**config.mk**
```make
export PLATFORM = sky130hd
export DESIGN_NAME = ones_count_feeder_flat
export DESIGN_NICKNAME = d
export VERILOG_FILES = /design/src/rtl/ones_count_pkg.sv /design/src/rtl/ones_count_feeder_if.sv /design/src/rtl/ones_count_feeder_word_fifo.sv /design/src/rtl/ones_count_feeder.sv /design/src/flat_wrapper.sv
export SDC_FILE = /design/constraint.sdc
export NUM_CORES = 1
export LEC_CHECK = 0
export CORE_ASPECT_RATIO = 0.8
export CORE_UTILIZATION = 58
export DETAILED_ROUTE_END_ITERATION = 10
export PLACE_DENSITY = 0.88
export SKIP_LAST_GASP = 1
export SLEW_MARGIN = 20
export SYNTH_ARGS = -nofsm -noshare
export SYNTH_HDL_FRONTEND = slang
export SYNTH_HIERARCHICAL = 1
export SYNTH_SLANG_ARGS = --single-unit
```
**constraint.sdc**
```tcl
create_clock -name clock -period 3.4 [get_ports clock]
set_input_delay 0.34 -clock clock [delete_from_list [all_inputs] [get_ports clock]]
set_output_delay 0.34 -clock clock [all_outputs]
set_load 0.005 [all_outputs]
```
**src/rtl/ones_count_pkg.sv**
```systemverilog
// Shared widths and FSM encoding for the OnesCount feeder and the OnesCount core.
// Both blocks must use the same word and count widths.
package ones_count_pkg;
    localparam int WORD_W = 30;
    localparam int CNT_W  = 6;

    typedef enum logic [1:0] {
        IDLE    = 2'd0,
        START   = 2'd1,
        RELEASE = 2'd2
    } feeder_state_t;
endpackage

```
**src/rtl/ones_count_feeder_if.sv**
```systemverilog
// Word ingress, OnesCount handshake and result/status bundle for the feeder.
// The slave modport is the feeder's own view of these signals.
interface ones_count_feeder_if
    import ones_count_pkg::*;
#(
    parameter int DEPTH = 4
);
    logic [WORD_W-1:0]        word_in;
    logic                     word_valid;
    logic                     word_ready;
    logic [WORD_W-1:0]        d_in;
    logic                     d_in_ready;
    logic                     dor;
    logic [CNT_W-1:0]         d_out;
    logic [CNT_W-1:0]         result;
    logic                     result_valid;
    logic [$clog2(DEPTH):0]   occupancy;
    logic                     error;

    modport slave (
        input  word_in, word_valid, dor, d_out,
        output word_ready, d_in, d_in_ready, result, result_valid, occupancy, error
    );

    modport master (
        output word_in, word_valid, dor, d_out,
        input  word_ready, d_in, d_in_ready, result, result_valid, occupancy, error
    );
endinterface

```
**src/rtl/ones_count_feeder_word_fifo.sv**
```systemverilog
// Synchronous FIFO: registered count, head visible combinationally on dout.
// Push is dropped when full and pop when empty; both may happen on one edge.
module word_fifo #(
    parameter int WIDTH = 30,
    parameter int DEPTH = 4
) (
    input  logic                   clock,
    input  logic                   reset,
    input  logic                   push,
    input  logic                   pop,
    input  logic [WIDTH-1:0]       din,
    output logic [WIDTH-1:0]       dout,
    output logic                   full,
    output logic                   empty,
    output logic [$clog2(DEPTH):0] count
);
    localparam int AW = $clog2(DEPTH);

    logic [WIDTH-1:0] r_mem [DEPTH];
    logic [AW-1:0]    r_wr_ptr;
    logic [AW-1:0]    r_rd_ptr;
    logic [AW:0]      r_count;
    logic             w_push;
    logic             w_pop;

    assign full   = (r_count == (AW+1)'(DEPTH));
    assign empty  = (r_count == '0);
    assign count  = r_count;
    assign dout   = r_mem[r_rd_ptr];
    assign w_push = push & ~full;
    assign w_pop  = pop & ~empty;

    always_ff @(posedge clock) begin
        if (w_push) begin
            r_mem[r_wr_ptr] <= din;
        end
    end

    // Pointers are exactly AW bits, so they wrap modulo DEPTH for free.
    always_ff @(posedge clock) begin
        if (reset) begin
            r_wr_ptr <= '0;
            r_rd_ptr <= '0;
            r_count  <= '0;
        end else begin
            if (w_push) r_wr_ptr <= r_wr_ptr + 1'b1;
            if (w_pop)  r_rd_ptr <= r_rd_ptr + 1'b1;
            case ({w_push, w_pop})
                2'b10:   r_count <= r_count + 1'b1;
                2'b01:   r_count <= r_count - 1'b1;
                default: r_count <= r_count;
            endcase
        end
    end
endmodule

```
**src/rtl/ones_count_feeder.sv**
```systemverilog
// Queues words and hands them one at a time to OnesCount; result one edge after dor.
// word_ready drops when the queue is full; a stuck OnesCount raises a sticky error.
module ones_count_feeder
    import ones_count_pkg::*;
#(
    parameter int DEPTH   = 4,
    parameter int TIMEOUT = 64
) (
    input  logic               clock,
    input  logic               reset,
    ones_count_feeder_if.slave bus
);
    localparam int OW = $clog2(DEPTH) + 1;
    localparam int TW = $clog2(TIMEOUT + 1);

    feeder_state_t     r_state;
    logic [TW-1:0]     r_timer;
    logic [CNT_W-1:0]  r_result;
    logic              r_result_valid;
    logic              r_error;

    logic              w_full;
    logic              w_empty;
    logic [OW-1:0]     w_count;
    logic [WORD_W-1:0] w_head;
    logic              w_push;
    logic              w_pop;

    assign w_push = bus.word_valid & ~w_full;
    assign w_pop  = (r_state == START) & bus.dor;

    word_fifo #(
        .WIDTH (WORD_W),
        .DEPTH (DEPTH)
    ) u_fifo (
        .clock (clock),
        .reset (reset),
        .push  (w_push),
        .pop   (w_pop),
        .din   (bus.word_in),
        .dout  (w_head),
        .full  (w_full),
        .empty (w_empty),
        .count (w_count)
    );

    assign bus.word_ready   = ~w_full;
    assign bus.d_in         = w_empty ? '0 : w_head;
    assign bus.d_in_ready   = (r_state == START);
    assign bus.result       = r_result;
    assign bus.result_valid = r_result_valid;
    assign bus.occupancy    = w_count;
    assign bus.error        = r_error;

    always_ff @(posedge clock) begin
        if (reset) begin
            r_state        <= IDLE;
            r_timer        <= '0;
            r_result       <= '0;
            r_result_valid <= 1'b0;
            r_error        <= 1'b0;
        end else begin
            r_result_valid <= 1'b0;
            case (r_state)
                IDLE: begin
                    if (w_count != '0) r_state <= START;
                end
                START: begin
                    if (bus.dor) begin
                        r_result       <= bus.d_out;
                        r_result_valid <= 1'b1;
                        r_timer        <= '0;
                        r_state        <= RELEASE;
                    end else if (r_timer != TW'(TIMEOUT)) begin
                        r_timer <= r_timer + 1'b1;
                        if (r_timer == TW'(TIMEOUT - 1)) r_error <= 1'b1;
                    end
                end
                // Holding here until dor drops keeps a long dor from popping twice.
                RELEASE: begin
                    if (!bus.dor) r_state <= (w_count != '0) ? START : IDLE;
                end
                default: r_state <= IDLE;
            endcase
        end
    end
endmodule

```
**src/flat_wrapper.sv**
```systemverilog
// flat-port wrapper written by rule: the top's interface ports become plain ports
module ones_count_feeder_flat import ones_count_pkg::*;
#(
    parameter int DEPTH   = 4,
    parameter int TIMEOUT = 64
)
  (clock, reset, bus_word_in, bus_word_valid, bus_dor, bus_d_out, bus_word_ready, bus_d_in, bus_d_in_ready, bus_result, bus_result_valid, bus_occupancy, bus_error);
  ones_count_feeder_if #(.DEPTH(DEPTH)) bus_i ();
  input  logic clock;
  input  logic reset;
  input wire logic [$bits(bus_i.word_in)-1:0] bus_word_in;
  input wire logic [$bits(bus_i.word_valid)-1:0] bus_word_valid;
  input wire logic [$bits(bus_i.dor)-1:0] bus_dor;
  input wire logic [$bits(bus_i.d_out)-1:0] bus_d_out;
  output wire logic [$bits(bus_i.word_ready)-1:0] bus_word_ready;
  output wire logic [$bits(bus_i.d_in)-1:0] bus_d_in;
  output wire logic [$bits(bus_i.d_in_ready)-1:0] bus_d_in_ready;
  output wire logic [$bits(bus_i.result)-1:0] bus_result;
  output wire logic [$bits(bus_i.result_valid)-1:0] bus_result_valid;
  output wire logic [$bits(bus_i.occupancy)-1:0] bus_occupancy;
  output wire logic [$bits(bus_i.error)-1:0] bus_error;
  assign bus_i.word_in = bus_word_in;
  assign bus_i.word_valid = bus_word_valid;
  assign bus_i.dor = bus_dor;
  assign bus_i.d_out = bus_d_out;
  assign bus_word_ready = bus_i.word_ready;
  assign bus_d_in = bus_i.d_in;
  assign bus_d_in_ready = bus_i.d_in_ready;
  assign bus_result = bus_i.result;
  assign bus_result_valid = bus_i.result_valid;
  assign bus_occupancy = bus_i.occupancy;
  assign bus_error = bus_i.error;
  ones_count_feeder #(.DEPTH(DEPTH), .TIMEOUT(TIMEOUT)) u_core (.clock(clock), .reset(reset), .bus(bus_i));
endmodule
```
==> impl_metrics.xml <==
<?xml version="1.0" encoding="UTF-8"?>
<metrics>
  <group name="outcome">
    <metric name="outcome" unit="">complete, no violations</metric>
  </group>
  <group name="placement">
    <metric name="place_area" unit="mm²">0.00676</metric>
    <metric name="gpl.final_weighted_congestion" unit="">0.760</metric>
    <metric name="portBuffers" unit="">82</metric>
    <metric name="dp_hpwl" unit="µm">6910</metric>
  </group>
  <group name="sta">
    <metric name="totalNegativeSetupSlack" unit="ns">0</metric>
    <metric name="worst_hold_margin" unit="ns">0.456</metric>
    <metric name="timing.max_slew.rel_slack" unit="">0.340</metric>
    <metric name="fin_crit_sh" unit="">0.845</metric>
    <metric name="finalClockSkew" unit="ns">0.0127</metric>
    <metric name="setup_viol" unit="">0</metric>
    <metric name="timing.final.max_slew_violations" unit="">0</metric>
    <metric name="max_clock_freq" unit="GHz">0.348</metric>
    <metric name="finalWorstPathRequiredPeriod" unit="ns">2.87</metric>
    <metric name="timing_worst_slew_pin_value" unit="ns">0.987</metric>
    <metric name="unrepaired_setup_endpoints_after_global_routing" unit="">false</metric>
    <metric name="final_hold_viol_count" unit="">0</metric>
  </group>
  <group name="cts">
    <metric name="hold_buffers" unit="">0</metric>
    <metric name="cts_buffer_depth" unit="">2</metric>
    <metric name="tritoncts" unit="">done</metric>
    <metric name="cts_setup_buffers" unit="">0</metric>
    <metric name="cts_root_buf" unit="">clkbuf_16</metric>
    <metric name="ctsResizeCount" unit="">0</metric>
    <metric name="clk_pin_slew_worst_paths" unit="ns">0.06</metric>
    <metric name="clock_sinks" unit="">146</metric>
    <metric name="inserted_clock_buffers" unit="">17</metric>
    <metric name="insertion_delay" unit="ns">0.42</metric>
    <metric name="cts_max_level" unit="">4</metric>
  </group>
  <group name="worst_setup_path">
    <metric name="critical_path_endpoint_category" unit="">primary output</metric>
    <metric name="crit_path_start_kind" unit="">flip-flop</metric>
    <metric name="crit_fanout" unit="">17</metric>
    <metric name="critical_path.n_buffers_inverters" unit="">2</metric>
    <metric name="critical_path.top_delay_family" unit="">buffers and inverters</metric>
    <metric name="timing.critical_path.slowest_stage_cell" unit="">dfxtp_2</metric>
    <metric name="cp_data_arrival_time" unit="ns">2.53</metric>
    <metric name="worst_setup_path_class" unit="">flip-flop to primary output</metric>
    <metric name="cp_slowest_stage_delay" unit="ns">0.70</metric>
    <metric name="cp_cell_sequence" unit="">buf_12, mux4_2, nor2b_1, clkdlybuf4s50_1</metric>
    <metric name="crit_required" unit="ns">3.06</metric>
  </group>
  <group name="detailed_routing">
    <metric name="detail_route.first_pass.iterations" unit="">4</metric>
    <metric name="detailedRoute.firstIterationViolations" unit="">228</metric>
    <metric name="ant_nets" unit="">0</metric>
    <metric name="routed_wire_length_per_instance" unit="µm">21.0</metric>
    <metric name="vias" unit="">3308</metric>
    <metric name="finalWirelength" unit="µm">12100</metric>
    <metric name="routed_via_density" unit="">5.75</metric>
    <metric name="post-route-drc-count" unit="">0</metric>
  </group>
  <group name="job">
    <metric name="cap_viol_max_count" unit="">0</metric>
  </group>
  <group name="die">
    <metric name="fp.dieArea" unit="mm²">0.0104</metric>
    <metric name="fp.dieH" unit="µm">91.3</metric>
    <metric name="floorplan.rows" unit="">32</metric>
    <metric name="floorplan.initialDensity" unit="">0.599</metric>
    <metric name="core" unit="mm²">0.00965</metric>
    <metric name="die_width" unit="µm">114</metric>
    <metric name="pin_count" unit="">83</metric>
  </group>
  <group name="yosys">
    <metric name="synth_sequential_area_ratio" unit="">0.714</metric>
    <metric name="synthesis.area_per_instance" unit="µm²">17.4</metric>
    <metric name="synth_area" unit="mm²">0.00578</metric>
    <metric name="synthesis.nets" unit="">381</metric>
    <metric name="synth-edff-count" unit="">120</metric>
    <metric name="yosys_most_used_dff" unit="">edfxtp_1</metric>
    <metric name="post_synth_num_cell_types" unit="">39</metric>
    <metric name="ys.warnings.count" unit="">6</metric>
    <metric name="cells_after_synth" unit="">333</metric>
    <metric name="synth-seq-cells" unit="">146</metric>
    <metric name="postSynth.asyncResetShare" unit="">0</metric>
  </group>
  <group name="worst_hold_path">
    <metric name="min-delay-path-class" unit="">flip-flop to flip-flop</metric>
  </group>
  <group name="cells_and_area">
    <metric name="layout-drive-gt1-share" unit="">0.180</metric>
    <metric name="fill_cells" unit="">541</metric>
    <metric name="diodes_inserted" unit="">0</metric>
    <metric name="mostFrequentLayoutCells" unit="">120 x edfxtp_1, 82 x clkdlybuf4s50_1, 31 x nor2b_1</metric>
    <metric name="area_growth" unit="%">26.5</metric>
    <metric name="final_common_cell" unit="">edfxtp_1</metric>
    <metric name="layout.cell_area.non_filler" unit="mm²">0.00731</metric>
    <metric name="finish.utilization" unit="">0.757</metric>
    <metric name="final_net_count" unit="">474</metric>
  </group>
  <group name="pwr">
    <metric name="vdd.ir_drop.worst" unit="µV">388</metric>
    <metric name="power" unit="mW">4.43</metric>
    <metric name="powerDensity" unit="mW/mm²">607</metric>
    <metric name="static-leakage-power" unit="nW">2.39</metric>
  </group>
  <group name="global_route">
    <metric name="grt_usage" unit="">0.257</metric>
    <metric name="antenna_violations_before_repair" unit="">0</metric>
    <metric name="via_count_of_the_first_global_routing_pass" unit="">3407</metric>
    <metric name="globalRoute.totalOverflow" unit="">0</metric>
    <metric name="grt_start_max_net_pins" unit="">31</metric>
    <metric name="grt_first_pass_wirelength" unit="µm">18800</metric>
  </group>
</metrics>
cell families (layout without fill, tap and decap cells):
| kind of cell | after synthesis | in the layout | synth area share |
|---|---|---|---|
| xor+xnor | 4 | 4 | 0.00606 |
| buf+inv | 29 | 135 | 0.0234 |
| simple gates | 80 | 80 | 0.0823 |
| mux | 31 | 31 | 0.119 |
| compound gates | 35 | 35 | 0.0372 |
| flops | 146 | 146 | 0.714 |
| fa+ha+maj | 8 | 8 | 0.0186 |
path summary, 6_finish.rpt:
path | startpoint | to | slack [ns] | depth (start not counted)
setup reg to reg | u_core/u_fifo/count[2] | u_core/u_fifo/count[2] | 0.78 | 11
hold reg to reg | u_core/bus.result[1] | u_core/bus.result[1] | 0.46 | 2
hold / removal | u_core/bus.result[1] | u_core/bus.result[1] | 0.46 | 2
setup / recovery | flip-flop | bus_d_in[23] | 0.53 | 4
cells in the mapped netlist, types with 2 or more instances:
master | instances | area, µm²
buf_6 | 3 | 33.8
or3_1 | 5 | 31.3
o21ai_0 | 6 | 30.0
dfxtp_1 | 26 | 521
inv_1 | 15 | 56.3
ha_1 | 7 | 87.6
buf_2 | 3 | 15.0
a21oi_1 | 16 | 80.1
o311ai_0 | 2 | 17.5
or3b_2 | 2 | 17.5
nand3_1 | 8 | 40.0
nand2_1 | 9 | 33.8
nor2b_1 | 31 | 194
xor2_1 | 4 | 35.0
and2_1 | 4 | 25.0
o2111ai_1 | 3 | 26.3
nand2b_1 | 4 | 25.0
clkbuf_1 | 6 | 22.5
edfxtp_1 | 120 | 3600
mux4_2 | 30 | 676
o31ai_1 | 3 | 22.5
a31oi_1 | 2 | 12.5
nor2_1 | 8 | 30.0
state kept, by name, summed over array words and instances (netlist names), named ones only:
| signal | cells |
|---|---|
| u_core/u_fifo/r_rd_ptr | 2 |
| u_core/bus.error | 1 |
| u_core/u_fifo/count | 3 |
| u_core/bus.result_valid | 1 |
| u_core/bus.result | 6 |
| u_core/u_fifo/r_mem | 120 |
| u_core/u_fifo/r_wr_ptr | 2 |
| u_core/r_timer | 7 |
| u_core/r_state | 2 |
worst register-to-register path, stage by stage (launching register included):
cell and delay (ns):
dfxtp_1 0.52, nor3b_2 0.36, nor2b_1 0.08, inv_1 0.09, nor2_1 0.10, inv_1 0.08, ha_1 0.17, inv_1 0.06
fa_1 0.37, xor2_1 0.16, or3_1 0.36, a21oi_1 0.18
metrics by stage:
step                cells  setup slack, ns
floorplan             333             1.22
global placement      543            0.726
detailed placement    543            0.609
CTS                   575            0.468
global route          575            0.403
finish                575            0.527
cell type report:
class | instances | area, µm² | area share
inverters | 16 | 60.1 | 0.00822
clock buffers | 17 | 425 | 0.0582
flip-flops and latches | 146 | 4130 | 0.565
repair buffers | 87 | 871 | 0.119
clock inverters | 15 | 125 | 0.0171
multi-input cells | 158 | 1530 | 0.209
well taps | 136 | 170 | 0.0233
metal layers:
metal	wire (µm)	share of wire	track usage	vias to the layer above
met4	218	0.018	0.0965	0
met1	4930	0.41	0.339	1645
met5	0	0	0	-
met2	6130	0.51	0.415	161
met3	779	0.065	0.0634	21
li1	-	-	-	1481
where the power goes:
part	internal, mW	switching (mW)	leakage (nW)
clock network	0.950	0.757	0.259
logic	0.341	0.283	0.813
registers	2.04	0.0578	1.31
total	3.33	1.10	2.39
No activity file was read; power rests on OpenSTA's default activity.
